**config.mk**
```make
export PLATFORM = sky130hd
export DESIGN_NAME = multicycle_controller
export DESIGN_NICKNAME = d
export VERILOG_FILES = /design/src/rtl/multicycle_ctrl_pkg.sv /design/src/rtl/alu_decoder.sv /design/src/rtl/multicycle_controller.sv
export SDC_FILE = /design/constraint.sdc
export NUM_CORES = 1
export LEC_CHECK = 0
export BUFFER_PORTS_ARGS = -buffer_cell sky130_fd_sc_hd__buf_2
export CAP_MARGIN = 10
export CELL_PAD_IN_SITES_DETAIL_PLACEMENT = 0
export CELL_PAD_IN_SITES_GLOBAL_PLACEMENT = 1
export CORE_MARGIN = 3
export CORE_UTILIZATION = 30
export CTS_CLUSTER_DIAMETER = 120
export DETAILED_ROUTE_END_ITERATION = 8
export PLACE_DENSITY = 0.83
export SLEW_MARGIN = 5
export SYNTH_ARGS = -nofsm -noshare
export SYNTH_HDL_FRONTEND = slang
export SYNTH_SLANG_ARGS = --single-unit
```
**constraint.sdc**
```tcl
create_clock -name clk -period 2.2 [get_ports clk]
set_clock_uncertainty 0.2 [all_clocks]
set_input_delay 0.44 -clock clk [delete_from_list [all_inputs] [get_ports clk]]
set_output_delay 0.44 -clock clk [all_outputs]
set_load 0.01 [all_outputs]
```
**src/rtl/multicycle_ctrl_pkg.sv**
```systemverilog
// Shared types and encodings for the multicycle MIPS controller and its ALU decoder.
package multicycle_ctrl_pkg;

  typedef enum logic [3:0] {
    StFetch,
    StDecode,
    StMemAdr,
    StMemRd,
    StMemWb,
    StMemWr,
    StRtExec,
    StRtWb,
    StItExec,
    StItWb,
    StBranch,
    StJump
  } state_e;

  // Which source the ALU operation is taken from in the current state.
  typedef enum logic [1:0] {
    ClsAdd,
    ClsSub,
    ClsFunct,
    ClsOp
  } alu_cls_e;

  localparam logic [5:0] OpRtype = 6'b000000;
  localparam logic [5:0] OpJ     = 6'b000010;
  localparam logic [5:0] OpBeq   = 6'b000100;
  localparam logic [5:0] OpBne   = 6'b000101;
  localparam logic [5:0] OpAddi  = 6'b001000;
  localparam logic [5:0] OpAddiu = 6'b001001;
  localparam logic [5:0] OpSlti  = 6'b001010;
  localparam logic [5:0] OpSltiu = 6'b001011;
  localparam logic [5:0] OpAndi  = 6'b001100;
  localparam logic [5:0] OpOri   = 6'b001101;
  localparam logic [5:0] OpXori  = 6'b001110;
  localparam logic [5:0] OpLw    = 6'b100011;
  localparam logic [5:0] OpSw    = 6'b101011;

  localparam logic [5:0] FnAdd  = 6'b100000;
  localparam logic [5:0] FnAddu = 6'b100001;
  localparam logic [5:0] FnSub  = 6'b100010;
  localparam logic [5:0] FnSubu = 6'b100011;
  localparam logic [5:0] FnAnd  = 6'b100100;
  localparam logic [5:0] FnOr   = 6'b100101;
  localparam logic [5:0] FnXor  = 6'b100110;
  localparam logic [5:0] FnNor  = 6'b100111;
  localparam logic [5:0] FnSlt  = 6'b101010;
  localparam logic [5:0] FnSltu = 6'b101011;

  localparam logic [2:0] AluAdd  = 3'd0;
  localparam logic [2:0] AluSub  = 3'd1;
  localparam logic [2:0] AluAnd  = 3'd2;
  localparam logic [2:0] AluOr   = 3'd3;
  localparam logic [2:0] AluXor  = 3'd4;
  localparam logic [2:0] AluNor  = 3'd5;
  localparam logic [2:0] AluSlt  = 3'd6;
  localparam logic [2:0] AluSltu = 3'd7;

  localparam logic [1:0] SrcBReg    = 2'b00;
  localparam logic [1:0] SrcBFour   = 2'b01;
  localparam logic [1:0] SrcBImm    = 2'b10;
  localparam logic [1:0] SrcBImmSh2 = 2'b11;

  localparam logic [1:0] PcSrcAlu    = 2'b00;
  localparam logic [1:0] PcSrcAluOut = 2'b01;
  localparam logic [1:0] PcSrcJump   = 2'b10;

  function automatic logic is_itype(input logic [5:0] op);
    return (op == OpAddi) || (op == OpAddiu) || (op == OpAndi) || (op == OpOri) ||
           (op == OpXori) || (op == OpSlti) || (op == OpSltiu);
  endfunction

endpackage

```
**src/rtl/alu_decoder.sv**
```systemverilog
// Combinational ALU control decoder: picks the ALU operation from op/funct by state class,
// gives the immediate extension mode and flags an unsupported R-type funct.
module alu_decoder
  import multicycle_ctrl_pkg::*;
#(
  parameter int unsigned ALUCTL_W = 3
) (
  input  logic [5:0]          i_op,
  input  logic [5:0]          i_funct,
  input  alu_cls_e            i_cls,
  output logic [ALUCTL_W-1:0] o_alu_ctl,
  output logic                o_sgn_zero,
  output logic                o_funct_illegal
);

  logic [2:0] w_funct_op;
  logic [2:0] w_imm_op;
  logic [2:0] w_alu_op;

  always_comb begin
    w_funct_op      = AluAdd;
    o_funct_illegal = 1'b0;
    case (i_funct)
      FnAdd, FnAddu: w_funct_op = AluAdd;
      FnSub, FnSubu: w_funct_op = AluSub;
      FnAnd:         w_funct_op = AluAnd;
      FnOr:          w_funct_op = AluOr;
      FnXor:         w_funct_op = AluXor;
      FnNor:         w_funct_op = AluNor;
      FnSlt:         w_funct_op = AluSlt;
      FnSltu:        w_funct_op = AluSltu;
      default:       o_funct_illegal = 1'b1;
    endcase
  end

  // Logical immediates are zero-extended; arithmetic and compare ones are sign-extended.
  always_comb begin
    w_imm_op   = AluAdd;
    o_sgn_zero = 1'b1;
    case (i_op)
      OpAndi: begin
        w_imm_op   = AluAnd;
        o_sgn_zero = 1'b0;
      end
      OpOri: begin
        w_imm_op   = AluOr;
        o_sgn_zero = 1'b0;
      end
      OpXori: begin
        w_imm_op   = AluXor;
        o_sgn_zero = 1'b0;
      end
      OpSlti:  w_imm_op = AluSlt;
      OpSltiu: w_imm_op = AluSltu;
      default: w_imm_op = AluAdd;
    endcase
  end

  always_comb begin
    w_alu_op = AluAdd;
    case (i_cls)
      ClsSub:   w_alu_op = AluSub;
      ClsFunct: w_alu_op = w_funct_op;
      ClsOp:    w_alu_op = w_imm_op;
      default:  w_alu_op = AluAdd;
    endcase
  end

  assign o_alu_ctl = ALUCTL_W'(w_alu_op);

endmodule

```
**src/rtl/multicycle_controller.sv**
```systemverilog
// Moore-style multicycle MIPS controller. Define MULTICYCLE_CTRL_PERF_EN to add the
// instr_count/cycle_count performance counters.
module multicycle_controller
  import multicycle_ctrl_pkg::*;
#(
  parameter int unsigned ALUCTL_W = 3,
  parameter int unsigned CNT_W    = 32
) (
  input  logic                clk,
  input  logic                rst_n,
  input  logic [5:0]          op,
  input  logic [5:0]          funct,
  input  logic                zero,
  input  logic                mem_ready,
  output logic                IorD,
  output logic                MemWrite,
  output logic                IRWrite,
  output logic                RegDst,
  output logic                MemtoReg,
  output logic                RegWrite,
  output logic                ALUSrcA,
  output logic [1:0]          ALUSrcB,
  output logic                SgnZero,
  output logic [ALUCTL_W-1:0] ALUControl,
  output logic [1:0]          PCSrc,
  output logic                PCEn,
  output logic                illegal
`ifdef MULTICYCLE_CTRL_PERF_EN
  ,
  output logic [CNT_W-1:0]    instr_count,
  output logic [CNT_W-1:0]    cycle_count
`endif
);

  state_e              r_state;
  state_e              w_state_d;
  alu_cls_e            w_alu_cls;
  logic [ALUCTL_W-1:0] w_alu_ctl;
  logic                w_imm_sgn;
  logic                w_funct_illegal;

  always_ff @(posedge clk or negedge rst_n) begin
    if (!rst_n) r_state <= StFetch;
    else        r_state <= w_state_d;
  end

  always_comb begin
    case (r_state)
      StRtExec, StRtWb: w_alu_cls = ClsFunct;
      StItExec, StItWb: w_alu_cls = ClsOp;
      StBranch:         w_alu_cls = ClsSub;
      default:          w_alu_cls = ClsAdd;
    endcase
  end

  alu_decoder #(
    .ALUCTL_W(ALUCTL_W)
  ) u_alu_decoder (
    .i_op           (op),
    .i_funct        (funct),
    .i_cls          (w_alu_cls),
    .o_alu_ctl      (w_alu_ctl),
    .o_sgn_zero     (w_imm_sgn),
    .o_funct_illegal(w_funct_illegal)
  );

  always_comb begin
    w_state_d  = r_state;
    IorD       = 1'b0;
    MemWrite   = 1'b0;
    IRWrite    = 1'b0;
    RegDst     = 1'b0;
    MemtoReg   = 1'b0;
    RegWrite   = 1'b0;
    ALUSrcA    = 1'b0;
    ALUSrcB    = SrcBReg;
    SgnZero    = 1'b0;
    ALUControl = w_alu_ctl;
    PCSrc      = PcSrcAlu;
    PCEn       = 1'b0;
    illegal    = 1'b0;
    case (r_state)
      StFetch: begin
        ALUSrcB = SrcBFour;
        IRWrite = mem_ready;
        PCEn    = mem_ready;
        if (mem_ready) w_state_d = StDecode;
      end
      StDecode: begin
        ALUSrcB = SrcBImmSh2;
        SgnZero = 1'b1;
        if (op == OpLw || op == OpSw)              w_state_d = StMemAdr;
        else if (op == OpRtype && !w_funct_illegal) w_state_d = StRtExec;
        else if (is_itype(op))                      w_state_d = StItExec;
        else if (op == OpBeq || op == OpBne)        w_state_d = StBranch;
        else if (op == OpJ)                         w_state_d = StJump;
        else begin
          illegal   = 1'b1;
          w_state_d = StFetch;
        end
      end
      StMemAdr: begin
        ALUSrcA   = 1'b1;
        ALUSrcB   = SrcBImm;
        SgnZero   = 1'b1;
        w_state_d = (op == OpLw) ? StMemRd : StMemWr;
      end
      StMemRd: begin
        IorD = 1'b1;
        if (mem_ready) w_state_d = StMemWb;
      end
      StMemWb: begin
        MemtoReg  = 1'b1;
        RegWrite  = 1'b1;
        w_state_d = StFetch;
      end
      StMemWr: begin
        IorD     = 1'b1;
        MemWrite = mem_ready;
        if (mem_ready) w_state_d = StFetch;
      end
      StRtExec: begin
        ALUSrcA   = 1'b1;
        w_state_d = StRtWb;
      end
      StRtWb: begin
        RegDst    = 1'b1;
        RegWrite  = 1'b1;
        w_state_d = StFetch;
      end
      StItExec: begin
        ALUSrcA   = 1'b1;
        ALUSrcB   = SrcBImm;
        SgnZero   = w_imm_sgn;
        w_state_d = StItWb;
      end
      StItWb: begin
        RegWrite  = 1'b1;
        SgnZero   = w_imm_sgn;
        w_state_d = StFetch;
      end
      StBranch: begin
        ALUSrcA   = 1'b1;
        PCSrc     = PcSrcAluOut;
        PCEn      = (op == OpBeq) ? zero : ~zero;
        w_state_d = StFetch;
      end
      StJump: begin
        PCSrc     = PcSrcJump;
        PCEn      = 1'b1;
        w_state_d = StFetch;
      end
      default: w_state_d = StFetch;
    endcase
  end

`ifdef MULTICYCLE_CTRL_PERF_EN
  logic [CNT_W-1:0] r_instr_count;
  logic [CNT_W-1:0] r_cycle_count;

  always_ff @(posedge clk or negedge rst_n) begin
    if (!rst_n) begin
      r_instr_count <= '0;
      r_cycle_count <= '0;
    end else begin
      r_cycle_count <= r_cycle_count + CNT_W'(1);
      // Every instruction, illegal ones included, retires by returning to FETCH.
      if (r_state != StFetch && w_state_d == StFetch) begin
        r_instr_count <= r_instr_count + CNT_W'(1);
      end
    end
  end

  assign instr_count = r_instr_count;
  assign cycle_count = r_cycle_count;
`else
  logic w_unused_cnt_w;
  assign w_unused_cnt_w = ^CNT_W;
`endif

endmodule

```
**After elaboration in Yosys (flattened, before gate mapping)**

Index checks and enable logic that the tools add are counted.
W data, S select, Z words.

- Equal/unequal tests: 39
- Mux-type cells: 33
- Bitwise logic cells: 1
- Reductions and logical operators: 22

Operators by type and width:

| operator | number |
|---|---|
| $eq A6 B6 Y1 const B | 12 |
| $eq A6 B4 Y1 const B | 7 |
| $mux W4 | 8 |
| $pmux W4 S7 | 1 |
| $pmux W3 S7 | 1 |
| $eq A4 B3 Y1 const B | 4 |
| $eq A4 B4 Y1 const B | 4 |
| $mux W1 | 15 |
| $pmux W3 S5 | 1 |
| $eq A6 B3 Y1 const B | 2 |
| $pmux W2 S3 | 2 |
| $reduce_or A2 Y1 | 6 |
| $reduce_or A10 Y1 | 1 |
| $pmux W3 S3 | 1 |
| $eq A4 B2 Y1 const B | 2 |
| $logic_or A1 B1 Y1 | 8 |
| $eq A6 B2 Y1 const B | 1 |
| $logic_not A6 Y1 | 1 |
| $ne A2 B2 Y1 const B | 3 |
| $reduce_or A3 Y1 | 2 |
| $eq A2 B2 Y1 const B | 2 |
| $eq A4 B1 Y1 const B | 1 |
| $logic_not A4 Y1 | 1 |
| $pmux W2 S2 | 1 |
| other kinds (8) | 8 |

- Bits in registers: 4
- Output and inout port bits: 17

**Depth between registers and ports, before layout**

Gate-level depths: netlist of the first run.

- Word-level depth: 11
- Gate-level depth with buffers: 5

**By module**

A second synthesis of the first run with hierarchy kept.

- Cells, all modules: 111
- Area total of the unflattened synthesis: 748.2 um2

Modules (own cells, without submodules):

| module | times used | cells an instance | area each (um2) | sequential area each (um2) |
|---|---|---|---|---|
| multicycle_controller | 1 | 87 | 601.8 | 100.1 |
| alu_decoder | 1 | 24 | 146.4 | 0.0 |

**Worst setup path after synthesis of the first run**

OpenSTA, ideal clock, no wires.

- Path type: input port to output port
- Start: in op[1]
- End: out illegal
- Data arrival time: 1.558 ns
- Slack: 0.002 ns
- Stages on the path: 4
- Path through: or4b_2 -> a211oi_2 -> a211o_1 -> nor2b_1

- Longest elaborated chain between the ends: 11

Ends and longest elaborated chain:

| what | RTL line | text |
|---|---|---|
| start, declared | multicycle_controller.sv:11 | `input logic [5:0] op,` |
| $eq A6 B4 Y1 | multicycle_ctrl_pkg.sv:71 | `return (op == OpAddi) \|\| (op == OpAddiu) \|\| (op == OpAndi) \|\| (op == OpOri) \|\|` |
| $logic_or A1 B1 Y1 (4 in a row) | multicycle_ctrl_pkg.sv:71 |  |
| $logic_or A1 B1 Y1 (2 in a row) | multicycle_ctrl_pkg.sv:72 | `(op == OpXori) \|\| (op == OpSlti) \|\| (op == OpSltiu);` |
| $mux W1 | multicycle_controller.sv:94 | `else if (is_itype(op)) w_state_d = StItExec;` |
| $mux W1 | multicycle_controller.sv:93 | `else if (op == OpRtype && !w_funct_illegal) w_state_d = StRtExec;` |
| $mux W1 * | multicycle_controller.sv:92 | `if (op == OpLw \|\| op == OpSw) w_state_d = StMemAdr;` |
| $mux W1 * | multicycle_controller.sv:82 | `case (r_state)` |
| end, declared | multicycle_controller.sv:27 | `output logic illegal` |

Every way passes the cells marked *; elsewhere a longest branch is shown, timed or not.

**Worst setup path in the final report of the first run**

- Start: in op[4]
- End: out PCEn

- Longest elaborated chain between the ends: 3

Ends and longest elaborated chain:

| what | RTL line | text |
|---|---|---|
| $eq A6 B3 Y1 | multicycle_controller.sv:145 | `PCEn = (op == OpBeq) ? zero : ~zero;` |
| $mux W1 | multicycle_controller.sv:145 |  |
| $pmux W1 S3 | multicycle_controller.sv:82 |  |
| end, declared | multicycle_controller.sv:26 | `output logic PCEn,` |

Every way passes these cells.

==> results.json, run 1 <==
{
  "status": "finished with violations",
  "violations": "setup timing",
  "drtIter0Drc": 8,
  "die_h_um": 54.0,
  "setup_ws_ns": -0.202,
  "grt_max_degree": 16,
  "fp.dieW_um": 54.0,
  "crit_path_end_kind": "output pin",
  "drcViolationCount": 0,
  "cts_inserted_buffers": 3,
  "synth_fa_ha_area_share_pct": 0,
  "gp_congestion": 0.863,
  "hpwl_mm": 1.87,
  "cp-start-kind": "input port",
  "yosys.area_share.simple_pct": 42.0,
  "dr.pass1.iters": 4,
  "cts.sinks": 4,
  "period_needed_ns": 2.40,
  "synthDistinctLibCells": 37,
  "clk_path_buf_depth": 2,
  "hold_viol": 0,
  "fin_cells": 185,
  "power_leakage_nw": 0.548,
  "maxSlewViolCount": 0,
  "ys_seq_elements": 4,
  "hold_path.class": "input port to flip-flop",
  "routed-via-count": 999,
  "fin_util_pct": 54.2,
  "regMostFlops": "r_state",
  "multi_input_area_sq_um": 579,
  "yosys-mux-area-fraction_pct": 2.90,
  "synth_top_family_by_area": "simple AND/OR/NAND/NOR gates",
  "finalSetupViolCount": 5,
  "syn_to_final_growth_pct": 62.0,
  "irDropWorstVdd_v": 0.000382,
  "largest_reg_flops": 4,
  "cts_root_buf": "clkbuf_4",
  "reg.largest.list": "r_state: 4 flops",
  "grtUsageTotal_pct": 18.2,
  "fin_crit_sh_pct": 109,
  "synth-compound-area-share_pct": 33.2,
  "synth_xor_area_share_pct": 2.54,
  "portBuffers": 32,
  "place_ws_ns": -0.240,
  "seq_area_sq_um": 100,
  "power_density_mw_per_mm2": 757,
  "dpl.cell_count": 174,
  "slew_headroom_pct": 67.5,
  "top_level_ports": 33,
  "postSynthCellCount": 102,
  "syn-cell-area_sq_um": 691,
  "synth-main-ff-cell": "dfrtp_1",
  "async_flop_share_pct": 100,
  "setup_tns_ns": -0.426,
  "start_util_pct": 33.5,
  "layout-drive-gt1-share_pct": 43.0,
  "crit_required_ns": 1.56,
  "cts_tree": "built",
  "nFillCells": 230,
  "syn-num-nets": 118,
  "rsz0062_at_grt": "yes",
  "postRouteAntennaNets": 0,
  "synth_edf_count": 0,
  "overflow": 0,
  "critical_path_class": "input port to output pin",
  "via_per_inst": 5.40,
  "die_area_sq_mm": 0.00291,
  "yosysWarnings": 0,
  "clk_latency_ns": 0.24,
  "htree_num_levels": 1,
  "totalWireLength_mm": 2.53,
  "wl_per_cell_um": 13.7,
  "grt_first_pass_wirelength_mm": 4.04,
  "worst_slew_pin_slew_ns": 0.481,
  "max_freq_mhz": 416,
  "ys_seq_area_share_pct": 14.5,
  "coreArea_sq_mm": 0.00206,
  "antenna_found_initial": 0,
  "cp_max_fo": 4,
  "syn_avg_cell_area_sq_um": 6.77,
  "nets": 176,
  "power_uw": 847,
  "cts.clk_slew.worst_paths_ns": 0.04,
  "cp_data_arrival_time_ns": 1.76,
  "drv_cap": 0,
  "n_antenna_cell": 0,
  "grt_pass1_vias": 924,
  "rows": 16
}
[synth_stat cells (2+ instances only)]
library cell | n | area (sq um)
a21oi_1 | 7 | 35.0
inv_1 | 5 | 18.8
nand2_1 | 7 | 26.3
nor2b_1 | 7 | 43.8
nand2b_1 | 4 | 25.0
mux2i_1 | 2 | 20.0
xnor2_1 | 2 | 17.5
and3_1 | 2 | 12.5
and2_1 | 2 | 12.5
o21ai_0 | 8 | 40.0
clkbuf_1 | 3 | 11.3
o22ai_1 | 3 | 18.8
nor2_1 | 15 | 56.3
nand3_1 | 2 | 10.0
nor3_1 | 2 | 10.0
a211o_1 | 2 | 17.5
nor4_1 | 2 | 12.5
dfrtp_1 | 4 | 100
nand4b_1 | 2 | 17.5
a311o_1 | 2 | 20.0
o21bai_1 | 3 | 22.5
[metal layers]
metal	global-route usage (%)	wire length [um]	vias to the layer above
met5	0	0	-
met1	22.5	1020	462
li1	-	-	494
met2	32.9	1290	39
met3	1.11	183	4
met4	6.22	33	0
[cells by family after synthesis]
family          Yosys count
simple gates             52
compound gates           33
buf+inv                   9
flops                     4
xor+xnor                  2
mux                       2
[what timing repair did]
item / in CTS / in global routing
hold buffers: 1 / 0
gates resized for setup: 5 / 5
endpoints found under the setup margin: 4 / 9
hold endpoints to repair: 4 / 0
buffers inserted: 7 / 0
pin swaps: 6 / 2
[critical path: stages]
cell      delay, ns
buf_6          0.09
or4_4          0.56
or3_1          0.32
a21oi_1        0.14
o21bai_1       0.07
buf_2          0.14
[power breakdown]
| group | internal, mW | leakage (nW) | switching (mW) |
|---|---|---|---|
| Sequential | 0.0933 | 0.0537 | 0.0118 |
| Clock | 0.0609 | 0.0138 | 0.0294 |
| Combinational | 0.302 | 0.481 | 0.350 |
| Total | 0.456 | 0.548 | 0.391 |
[final timing paths]
kind	from	endpoint	slack, ns	depth (start not counted)
min in group asynchronous	rst_n	r_state[0]	0.33	2
min	mem_ready	r_state[2]	0.27	2
max in group asynchronous	rst_n	r_state[1]	1.35	2
max reg2reg	r_state[3]	r_state[0]	0.22	5
min reg2reg	r_state[3]	r_state[1]	0.57	4
max	op[4]	PCEn	-0.20	6
[per-stage QoR]
step / area [sq um] / hold WS [ns]
3_3_place_gp: 997 / 0.0407
2_1_floorplan: 691 / -0.0556
3_5_place_dp: 997 / 0.0453
6_report: 1120 / 0.266
4_1_cts: 1100 / 0.251
5_1_grt: 1120 / 0.280
[cell type report]
cell class | count | area share, %
multi-input cells | 89 | 51.8
well taps | 27 | 3.02
flip-flops and latches | 4 | 8.95
repair buffers | 57 | 32.6
clock buffers | 3 | 2.01
inverters | 5 | 1.68
[cells in the final DEF, fill, tap and decap left out, types with 3 or more instances in the layout]
cell type / count
a21oi_1: 7
o22ai_1: 3
clkbuf_4: 3
dfrtp_1: 4
inv_1: 5
nand2b_1: 4
nor2b_1: 5
buf_2: 31
nand2_1: 7
o21bai_1: 3
nor2_1: 13
buf_4: 22
o21ai_0: 8
buf_6: 3
(Power assumes the default switching activity.)
==> run 2: changes to the inputs <==
==> constraint.sdc (replaced) <==
create_clock -name clk -period 2.2 [get_ports clk]
set_clock_uncertainty 0.2 [all_clocks]
set_input_delay 0.44 -clock clk [delete_from_list [all_inputs] [get_ports clk]]
set_output_delay 0.44 -clock clk [all_outputs]
set_load 0.005 [all_outputs]
==> run 2 against run 1 <==
Compared with the run above: the flow still finishes with violations (setup timing); flip-flop and latch count unchanged; clock-buffer cell count unchanged; global-route usage decreased by 1.4 points; design area decreased by 1.2%; hold slack improved by 0.0095 ns; sequential power about the same; combinational power decreased by 3.2%; first-iteration DRC count increased to 4.5 times the previous value; sequential share of layout area increased by 0.11 points; critical path depth unchanged; critical endpoint unchanged; largest power group unchanged.
==> results.json, run 2 (synthesis gave the netlist of run 1 again) <==
{
  "grt_max_degree": 16,
  "rsz0062_at_grt": "yes",
  "portBuffers": 32,
  "r2r_slack_ns": 0.35,
  "maxSlewViolCount": 0,
  "dr.pass1.iters": 4,
  "cts.clk_slew.worst_paths_ns": 0.03,
  "top_level_ports": 33,
  "slew_headroom_pct": 76.6,
  "grt_first_pass_wirelength_mm": 3.75,
  "die_area_sq_mm": 0.00291,
  "max_freq_mhz": 421,
  "cts_root_buf": "clkbuf_4",
  "cp_data_arrival_time_ns": 1.74,
  "finalSetupViolCount": 2,
  "hpwl_mm": 1.85,
  "power_density_mw_per_mm2": 745,
  "drcViolationCount": 0,
  "layout_commonest_cell": "buf_2",
  "postRouteAntennaNets": 0,
  "cp_max_fo": 4,
  "antenna_found_initial": 0,
  "syn_to_final_growth_pct": 60.0,
  "totalWireLength_mm": 2.36,
  "status": "finished with violations",
  "cp-start-kind": "input port",
  "nFillCells": 209,
  "reg2regPathDepth": 4,
  "fin_util_pct": 53.6,
  "hold_viol": 0,
  "dpl.cell_count": 173,
  "grtUsageTotal_pct": 16.8,
  "critical_path_class": "input port to output pin",
  "cts.sinks": 4,
  "irDropWorstVdd_v": 0.000376,
  "drtIter0Drc": 36,
  "layout-drive-gt1-share_pct": 42.8,
  "start_util_pct": 33.5,
  "clk_latency_ns": 0.23,
  "wl_per_cell_um": 13.2,
  "hold_path.class": "input port to flip-flop",
  "worst_slew_pin_slew_ns": 0.346,
  "layout_common_cells": "buf_2, nor2_1, buf_4, o21ai_0",
  "grt_pass1_vias": 871,
  "worstReg2RegStart": "r_state[3]",
  "worstHoldPathCells": 2,
  "regMostFlops": "r_state",
  "clk_path_buf_depth": 2,
  "via_per_inst": 5.53,
  "hold_end": "r_state[2]",
  "die_h_um": 54.0,
  "coreArea_sq_mm": 0.00206,
  "fp.dieW_um": 54.0,
  "largest_reg_flops": 4,
  "n_antenna_cell": 0,
  "drv_cap": 0,
  "fin_crit_sh_pct": 108,
  "crit_path_end_kind": "output pin",
  "power_leakage_nw": 0.536,
  "hold_start": "mem_ready",
  "gp_congestion": 0.846,
  "htree_num_levels": 1,
  "rows": 16,
  "routed-via-count": 989,
  "violations": "setup timing",
  "period_needed_ns": 2.38,
  "r2r-end": "r_state[0]",
  "nets": 170,
  "setup_ws_ns": -0.176,
  "cts_tree": "built",
  "reg.largest.list": "r_state: 4 flops",
  "overflow": 0,
  "crit_required_ns": 1.56,
  "fin_cells": 179,
  "cts_inserted_buffers": 3
}
## run 2: how the worst max path moves through the flow
stage / slack [ns] / depth (start not counted) / endpoint / start
6_report: -0.18 / 6 / PCEn / op[0]
5_1_grt: -0.24 / 6 / PCEn / op[0]
4_1_cts: -0.18 / 6 / PCEn / op[0]
3_5_place_dp: -0.22 / 6 / PCEn / op[0]
3_3_place_gp: -0.20 / 6 / PCEn / op[0]
2_1_floorplan: 0.02 / 4 / illegal / op[1]
## run 2: through the flow
step	hold WS [ns]	setup WS [ns]	cell area (sq um)	TNS (ns)	total power, mW
2_1_floorplan	-0.0556	0.0197	691	0	0.439
3_3_place_gp	0.0411	-0.200	990	-0.343	0.657
3_5_place_dp	0.0501	-0.219	990	-0.397	0.667
4_1_cts	0.274	-0.184	1060	-0.322	0.795
5_1_grt	0.297	-0.238	1100	-0.375	0.897
6_report	0.276	-0.176	1100	-0.257	0.823
## run 2: layer usage
metal	up-vias	track usage (%)	part of all wire, %
li1	487	-	-
met1	464	21.7	42
met2	36	31.0	51
met3	2	0.831	7.1
met4	0	2.49	0.34
met5	-	0	0
## run 2: what timing repair did
item                                   CTS  global route
gates cloned                             0             1
gates resized for setup                  8            11
setup endpoints to repair                3             6
hold buffers                             1             0
endpoints found under the hold margin    4             0
pin swaps                                4             4
buffers inserted                         1             0
## run 2: layout make-up
class                      count  area, sq um  area share (%)
timing repair buffer          51          330            29.9
inverter                       5         18.8            1.70
multi-input combinational     89          599            54.2
sequential                     4          100            9.06
tap                           27         33.8            3.06
clock buffer                   3         22.5            2.04
## run 2: worst max-delay path: stages
cell	delay (ns)
buf_6	0.09
or4_4	0.55
or3_1	0.34
a21oi_2	0.12
o21bai_1	0.07
buf_2	0.13
## run 2: power breakdown
part | switching [mW] | leakage (nW) | internal [mW] | total, mW
clock | 0.0271 | 0.0138 | 0.0608 | 0.0879
combinational | 0.322 | 0.468 | 0.308 | 0.630
sequential | 0.0119 | 0.0537 | 0.0933 | 0.105
==> run 3: changes to the inputs <==
==> constraint.sdc (replaced) <==
create_clock -name clk -period 2.2 [get_ports clk]
set_clock_uncertainty 0.2 [all_clocks]
set_input_delay 0.11 -clock clk [delete_from_list [all_inputs] [get_ports clk]]
set_output_delay 0.11 -clock clk [all_outputs]
set_load 0.005 [all_outputs]
==> run 3 against run 2 <==
Compared with the run above: the flow now finishes without violations; clock-buffer cell count unchanged; core utilization down 7.9 points; register-to-register slack about the same; global-route usage down 0.97 points; sequential power about the same; largest cell class unchanged; highest routed layer is now met3.
==> results.json, run 3 (synthesis gave the netlist of run 1 again) <==
{
  "regMostFlops": "r_state",
  "p_sw_uw": 329,
  "cts_root_buf": "clkbuf_4",
  "drcViolationCount": 0,
  "worst_slew_pin_slew_ns": 0.489,
  "grtUsageTotal_pct": 15.8,
  "hpwl_mm": 1.74,
  "coreArea_sq_mm": 0.00206,
  "layout-drive-gt1-share_pct": 30.9,
  "critPathBufInv": 1,
  "crit_chain": "or4b_1 -> a211o_1 -> nor2b_1 -> buf_2",
  "reg.largest.list": "r_state: 4 flops",
  "routed-via-count": 893,
  "cp-start-kind": "flip-flop",
  "cts_tree": "built",
  "portBuffers": 32,
  "cts.clk_slew.worst_paths_ns": 0.04,
  "wl_per_cell_um": 13.1,
  "grt_busiest_layer": "met2",
  "dpl.cell_count": 161,
  "crit_path_end_kind": "output pin",
  "via_per_inst": 5.38,
  "drtIter0Drc": 15,
  "grt_use_met3_pct": 4.43,
  "p_comb_share_pct": 72.9,
  "drv_cap": 0,
  "maxSlewViolCount": 0,
  "clk_latency_ns": 0.24,
  "nets": 157,
  "holdWs_ns": 0.00723,
  "setup_tns_ns": 0,
  "die_h_um": 54.0,
  "grt_pass1_vias": 827,
  "hold_path.class": "input port to asynchronous set/reset pin",
  "layout_commonest_cell": "buf_2",
  "cp_max_fo": 7,
  "use_met2_pct": 27.2,
  "crit_slowest_cell": "or4b_1",
  "irDropWorstVdd_v": 0.000564,
  "pwr-share-clk_pct": 12.5,
  "fin_cells": 166,
  "status": "finished, final reports clean",
  "clk_path_buf_depth": 2,
  "hold_viol": 0,
  "fin_util_pct": 45.7,
  "p_int_uw": 390,
  "syn_to_final_growth_pct": 36.4,
  "max_freq_mhz": 480,
  "post-cts-setup-buffer-count": 0,
  "use_met1_pct": 20.9,
  "power_density_mw_per_mm2": 763,
  "slew_headroom_pct": 66.9,
  "cts_inserted_buffers": 3,
  "cts.sinks": 4,
  "antenna_found_initial": 0,
  "nFillCells": 214,
  "power_uw": 719,
  "top_level_ports": 33,
  "grt_first_pass_wirelength_mm": 3.49,
  "sw_frac_of_total_pct": 45.7,
  "pwr-share-seq_pct": 14.5,
  "n_antenna_cell": 0,
  "cp_data_arrival_time_ns": 1.77,
  "overflow": 0,
  "rows": 16,
  "power_leakage_nw": 0.444,
  "slowest_delay_ns": 0.56,
  "fp.dieW_um": 54.0,
  "critical-path-top-delay-family": "simple AND/OR/NAND/NOR gates",
  "crit_required_ns": 1.89,
  "die_area_sq_mm": 0.00291,
  "postRouteAntennaNets": 0,
  "grt_max_degree": 16,
  "dr.pass1.iters": 4,
  "rsz0062_at_grt": "no",
  "critical_path_class": "flip-flop to output pin",
  "finalSetupViolCount": 0,
  "fin_crit_sh_pct": 94.7,
  "largest_reg_flops": 4,
  "totalWireLength_mm": 2.18,
  "gp_congestion": 0.865,
  "period_needed_ns": 2.08,
  "start_util_pct": 33.5,
  "htree_num_levels": 1,
  "layout_common_cells": "buf_2, nor2_1, o21ai_0"
}
-- run 3: timing repair --
item / 4_1_cts / 5_1_grt
hold endpoints to repair: 5 / 0
endpoints found under the setup margin: 0 / 0
hold buffers: 2 / 0
gates resized for setup: 0 / 0
-- run 3: worst paths after layout --
path                       slack, ns        from  depth (start not counted)    endpoint
setup / recovery                0.12  r_state[2]                          4     illegal
hold / removal                 0.007       rst_n                          2  r_state[2]
setup reg to reg                0.34  r_state[2]                          3  r_state[0]
hold reg to reg                 0.51  r_state[3]                          4  r_state[1]
max in group asynchronous       1.67       rst_n                          2  r_state[3]
min in group clk                0.05    funct[3]                          4  r_state[1]
-- run 3: power groups by stage --
stage / logic (mW) / registers [mW] / clock network (mW)
finish: 0.524 / 0.105 / 0.0902
global route: 0.583 / 0.107 / 0.102
CTS: 0.527 / 0.104 / 0.0952
detailed placement: 0.523 / 0.105 / 0
global placement: 0.521 / 0.104 / 0
floorplan: 0.326 / 0.114 / 0
-- run 3: cell type report --
class / instances / area (sq um) / area share (%)
clock buffers: 3 / 22.5 / 2.39
multi-input cells: 89 / 557 / 59.1
repair buffers: 38 / 210 / 22.3
flip-flops and latches: 4 / 100 / 10.6
well taps: 27 / 33.8 / 3.59
inverters: 5 / 18.8 / 1.99
-- run 3: per-stage QoR --
| stage | setup WS [ns] | area [sq um] |
|---|---|---|
| global placement | 0.355 | 900 |
| detailed placement | 0.345 | 900 |
| global route | 0.0225 | 942 |
| floorplan | 0.511 | 691 |
| finish | 0.117 | 942 |
| CTS | 0.114 | 942 |
-- run 3: metal layers --
layer	up-vias	routed length (um)
met5	-	0
met3	0	118
met2	26	943
li1	456	-
met4	0	0
met1	411	1110
